**src/rtl/fifo_wr_arbiter.sv**
```systemverilog
// fifo_wr_arbiter: round-robin arbiter sharing one FIFO write port among num_req valid/ready producers.
// Optional macro FIFO_WR_ARB_HIPRI_EN: requester 0 wins every arbitration in which it is valid.
module fifo_wr_arbiter #(
  parameter int data_width = 8,
  parameter int num_req    = 4,
  parameter int max_burst  = 4
) (
  input  logic                          clk,
  input  logic                          rst,
  input  logic [num_req-1:0]            req_valid,
  input  logic [num_req*data_width-1:0] req_data,
  output logic [num_req-1:0]            req_ready,
  input  logic                          fifo_full,
  output logic                          fifo_wr_en,
  output logic [data_width-1:0]         fifo_din,
  output logic [num_req-1:0]            grant,
  output logic                          busy
);

  localparam int last_w = $clog2(num_req);
  localparam int cnt_w  = $clog2(max_burst) + 1;
  localparam logic [cnt_w-1:0]  cnt_end  = cnt_w'(max_burst - 1);
  localparam logic [last_w-1:0] last_rst = last_w'(num_req - 1);

  typedef enum logic {IDLE, GRANT} state_t;

  state_t              state, state_n;
  logic [num_req-1:0]  grant_n;
  logic [last_w-1:0]   last, last_n;
  logic [cnt_w-1:0]    cnt, cnt_n;
  logic [last_w-1:0]   g;
  logic [last_w-1:0]   win;
  logic [last_w-1:0]   idx;
  logic                win_found;

  // Index of the currently granted requester (grant is one-hot or zero).
  always_comb begin
    g = '0;
    for (int i = 0; i < num_req; i++)
      if (grant[i]) g = last_w'(i);
  end

  // Round-robin search upward from last+1, wrapping.
  always_comb begin
    win       = last;
    win_found = 1'b0;
    idx       = '0;
    for (int k = 1; k <= num_req; k++) begin
      idx = last_w'((int'(last) + k) % num_req);
      if (!win_found && req_valid[idx]) begin
        win       = idx;
        win_found = 1'b1;
      end
    end
`ifdef FIFO_WR_ARB_HIPRI_EN
    if (req_valid[0]) win = '0;
`endif
  end

  // NOTE: every signal driven in always_comb gets a default first, so no latch is inferred.
  always_comb begin
    req_ready  = '0;
    fifo_wr_en = 1'b0;
    fifo_din   = '0;
    if (state == GRANT) begin
      fifo_din = req_data[int'(g)*data_width +: data_width];
      // Writes are suppressed while reset is asserted, even before the aborting edge.
      if (!rst && !fifo_full) begin
        req_ready  = grant;
        fifo_wr_en = req_valid[g];
      end
    end
  end

  assign busy = (state == GRANT);

  always_comb begin
    state_n = state;
    grant_n = grant;
    last_n  = last;
    cnt_n   = cnt;
    case (state)
      IDLE: begin
        if (|req_valid) begin
          state_n      = GRANT;
          grant_n      = '0;
          grant_n[win] = 1'b1;
          cnt_n        = '0;
        end
      end
      GRANT: begin
        // A valid drop releases even when fifo_full is high.
        if (!req_valid[g] || (fifo_wr_en && cnt == cnt_end)) begin
          state_n = IDLE;
          grant_n = '0;
          last_n  = g;
          cnt_n   = '0;
        end else if (fifo_wr_en) begin
          cnt_n = cnt + 1'b1;
        end
      end
      default: state_n = IDLE;
    endcase
  end

  // NOTE: registered state uses non-blocking assignments so all flops update together at the edge.
  always_ff @(posedge clk) begin
    if (rst) begin
      state <= IDLE;
      grant <= '0;
      last  <= last_rst;
      cnt   <= '0;
    end else begin
      state <= state_n;
      grant <= grant_n;
      last  <= last_n;
      cnt   <= cnt_n;
    end
  end

endmodule

```
**config.mk**
```make
export PLATFORM = sky130hd
export DESIGN_NAME = fifo_wr_arbiter
export DESIGN_NICKNAME = d
export VERILOG_FILES = /design/src/rtl/fifo_wr_arbiter.sv
export SDC_FILE = /design/constraint.sdc
export NUM_CORES = 1
export LEC_CHECK = 0
export ABC_CLOCK_PERIOD_IN_PS = 3400
export CORE_UTILIZATION = 25
export CTS_BUF_LIST = sky130_fd_sc_hd__clkbuf_8
export DETAILED_ROUTE_END_ITERATION = 7
export MAX_ROUTING_LAYER = met4
export PLACE_DENSITY_LB_ADDON = 0.08
export SYNTH_ARGS = -nofsm -noshare
export SYNTH_HDL_FRONTEND = slang
export SYNTH_SLANG_ARGS = --single-unit
```
**constraint.sdc**
```tcl
create_clock -name clk -period 3.4 [get_ports clk]
set_clock_uncertainty 0.2 [all_clocks]
set_input_delay 0.34 -clock clk [delete_from_list [all_inputs] [get_ports clk]]
set_output_delay 0.34 -clock clk [all_outputs]
set_load 0.01 [all_outputs]
```
==> impl_metrics.json <==
{
  "synth_area_sq_um": 916,
  "vias": 1076,
  "ys_ff_latch": 10,
  "r2r_cells": 5,
  "end_kind": "output pin",
  "grt_pass1_vias": 1034,
  "post_drt_wl_per_cell_um": 13.4,
  "period_needed_ns": 2.87,
  "dieArea_sq_um": 3910,
  "wirelength_um": 2980,
  "clock.fmax_ghz": 0.348,
  "drc": 0,
  "ys.warnings.count": 0,
  "maxSlewViolCount": 0,
  "clockRootBuffer": "clkbuf_8",
  "cp-start-kind": "flip-flop",
  "cts_tree": "done",
  "status": "finished, final reports clean",
  "finalSetupTns_ns": 0,
  "ant_nets": 0,
  "crit_path_max_fanout": 22,
  "cts-htree-levels": 1,
  "ir_drop_mv": 0.257,
  "synthesis.instances": 120,
  "vias_per_cell": 4.85,
  "grt_first_pass_wirelength_um": 4900,
  "postCtsResizedCells": 0,
  "leakage_nw": 0.568,
  "fp.dieH_um": 62.5,
  "setup_violations": 0,
  "ioPinCount": 57,
  "hold_end": "cnt[2]$_SDFFE_PP0P_",
  "gp_congestion": 0.763,
  "clockBufferDepth": 2,
  "cts.sinks": 10,
  "cts-hold-fix-buffers": 0,
  "hp-start": "cnt[2]$_SDFFE_PP0P_",
  "initial_core_util_pct": 26.8,
  "worst_slack_ns": 0.525,
  "yosysSeqAreaShare_pct": 21.9,
  "row_count": 21,
  "worst_pin_slew_ns": 0.684,
  "hp-class": "reg2reg",
  "cp.required_ns": 2.86,
  "cap_violations": 0,
  "grt_max_degree": 23,
  "syn2layout_area_growth_pct": 71.6,
  "holdPathStages": 1,
  "relSlewSlack_pct": 54.4,
  "period_share_pct": 84.5,
  "cts_setup_buffers": 0,
  "synth_fp_nets": 161,
  "syn_area_per_cell_sq_um": 7.63,
  "drt-pass1-iter-count": 4,
  "rr_endpoint": "last[0]$_SDFFE_PP1P_",
  "die_w_um": 62.5,
  "grt_overflow": 0,
  "yosys.cell_types.count": 36,
  "hold_viol_final": 0,
  "antenna_found_initial": 0,
  "drt-initial-drc-count": 23,
  "port_buffers": 56,
  "clk_latency_ns": 0.24,
  "antenna_cells": 0,
  "pwr_density_cell_nw_per_um2": 314,
  "nNetsFinal": 218,
  "drive_above_1_share_pct": 7.95,
  "dp_hpwl_um": 2280,
  "place_ws_ns": 0.653,
  "grt_usage_pct": 16.2,
  "core-area_sq_um": 3420,
  "r2r_start": "grant[2]$_SDFFE_PP0P_",
  "critPathKind": "reg2out",
  "cts_buffers": 3,
  "worstPathArrival_ns": 2.33,
  "reg2reg_setup_slack_ns": 1.16,
  "rsz0062_at_grt": "no",
  "cts.clk_slew.worst_paths_ns": 0.05
}
[area by class of cell]
type	count	area, sq um
tap	46	57.6
fill	352	1840
sequential	10	200
clock buffer	4	55.1
multi-input combinational	94	646
timing repair buffer	58	576
inverter	10	37.5
[worst max-delay path: stages (launching register included)]
cell,delay (ns)
dfxtp_1,0.75
nor2_1,0.14
a221oi_2,0.47
and2_1,0.19
clkdlybuf4s50_1,0.53
[flip-flops by register name, summed over array words and instances, names as in the netlist]
signal	flops
busy	1
grant	4
last	2
cnt	3
[synth_stat cells]
| cell type | n | area share (%) |
|---|---|---|
| buf_2 | 1 | 0.55 |
| nand2_2 | 1 | 0.68 |
| or2_2 | 1 | 0.68 |
| a221oi_2 | 1 | 1.6 |
| or3_1 | 1 | 0.68 |
| a21oi_1 | 6 | 3.3 |
| ha_1 | 2 | 2.7 |
| buf_1 | 1 | 0.41 |
| o21a_1 | 2 | 1.6 |
| inv_1 | 9 | 3.7 |
| a211o_2 | 1 | 1.1 |
| nor4_1 | 2 | 1.4 |
| nor3b_2 | 1 | 1.4 |
| buf_4 | 1 | 0.82 |
| nand2_1 | 10 | 4.1 |
| nand2b_1 | 3 | 2.0 |
| mux2i_1 | 18 | 20 |
| dlygate4sd1_1 | 1 | 0.96 |
| a221o_1 | 1 | 1.1 |
| a211oi_2 | 1 | 1.4 |
| o21ai_0 | 9 | 4.9 |
| nor3b_1 | 1 | 0.82 |
| o32ai_1 | 2 | 1.9 |
| a21o_4 | 1 | 1.6 |
| dfxtp_1 | 10 | 22 |
| o221ai_1 | 1 | 0.96 |
| or4b_1 | 1 | 1.1 |
| and2_1 | 5 | 3.4 |
| a211o_1 | 1 | 0.96 |
| inv_2 | 1 | 0.41 |
| nand3_1 | 3 | 1.6 |
| clkbuf_1 | 2 | 0.82 |
| nor2_1 | 14 | 5.7 |
| and3_1 | 2 | 1.4 |
| a22o_1 | 2 | 1.9 |
| o22ai_1 | 1 | 0.68 |
[cell usage in the layout (no fill, tap or decap), types with 2 or more instances in the layout]
| cell | n |
|---|---|
| nor4_1 | 2 |
| buf_4 | 2 |
| o21a_1 | 2 |
| ha_1 | 2 |
| mux2i_1 | 18 |
| a21oi_1 | 6 |
| nand3_1 | 3 |
| nand2b_1 | 3 |
| clkdlybuf4s50_1 | 56 |
| dfxtp_1 | 10 |
| and2_1 | 5 |
| clkbuf_8 | 4 |
| nand2_1 | 10 |
| inv_1 | 9 |
| o32ai_1 | 2 |
| nor2_1 | 14 |
| a22o_1 | 2 |
| and3_1 | 2 |
| o21ai_0 | 9 |
[how the worst max path moves through the flow]
stage | startpoint | endpoint | cells after the start
6_report | grant[2]$_SDFFE_PP0P_ | fifo_wr_en | 4
5_1_grt | grant[2]$_SDFFE_PP0P_ | fifo_wr_en | 4
3_3_place_gp | req_valid[1] | fifo_wr_en | 5
2_1_floorplan | grant[2]$_SDFFE_PP0P_ | last[0]$_SDFFE_PP1P_ | 6
3_5_place_dp | req_valid[0] | fifo_wr_en | 5
4_1_cts | grant[2]$_SDFFE_PP0P_ | fifo_wr_en | 4
[through the flow]
| stage | cells | hold WS (ns) | cell area (sq um) | power, mW | utilization (%) |
|---|---|---|---|---|---|
| after global routing | 222 | 0.296 | 1570 | 0.523 | 46.0 |
| after floorplan | 120 | 0.242 | 916 | 0.243 | - |
| after CTS | 222 | 0.279 | 1570 | 0.498 | 46.0 |
| after detailed placement | 218 | 0.265 | 1520 | 0.344 | 44.4 |
| after global placement | 218 | 0.262 | 1520 | 0.342 | 44.4 |
| final | 222 | 0.272 | 1570 | 0.493 | 46.0 |
[report_power, final]
| group | switching (mW) | internal [mW] |
|---|---|---|
| combinational | 0.0831 | 0.116 |
| sequential | 0.0160 | 0.127 |
| clock | 0.0493 | 0.102 |
[per-layer routing]
layer / part of all wire, % / track usage, % / up-vias
li1: - / - / 537
met1: 49 / 20.3 / 491
met2: 43 / 24.9 / 43
met3: 6.6 / 2.92 / 5
met4: 1.8 / 7.85 / 0
met5: 0 / - / -
[cell families after synthesis]
family / Yosys count / share of synthesized area (%)
and+or+nand+nor: 45 / 25.0
DFF: 10 / 21.9
muxes: 18 / 19.7
buffers and inverters: 16 / 7.65
AOI/OAI and AO/OA: 29 / 23.1
adders and majority gates: 2 / 2.73
Power figures use the tool's default switching activity.
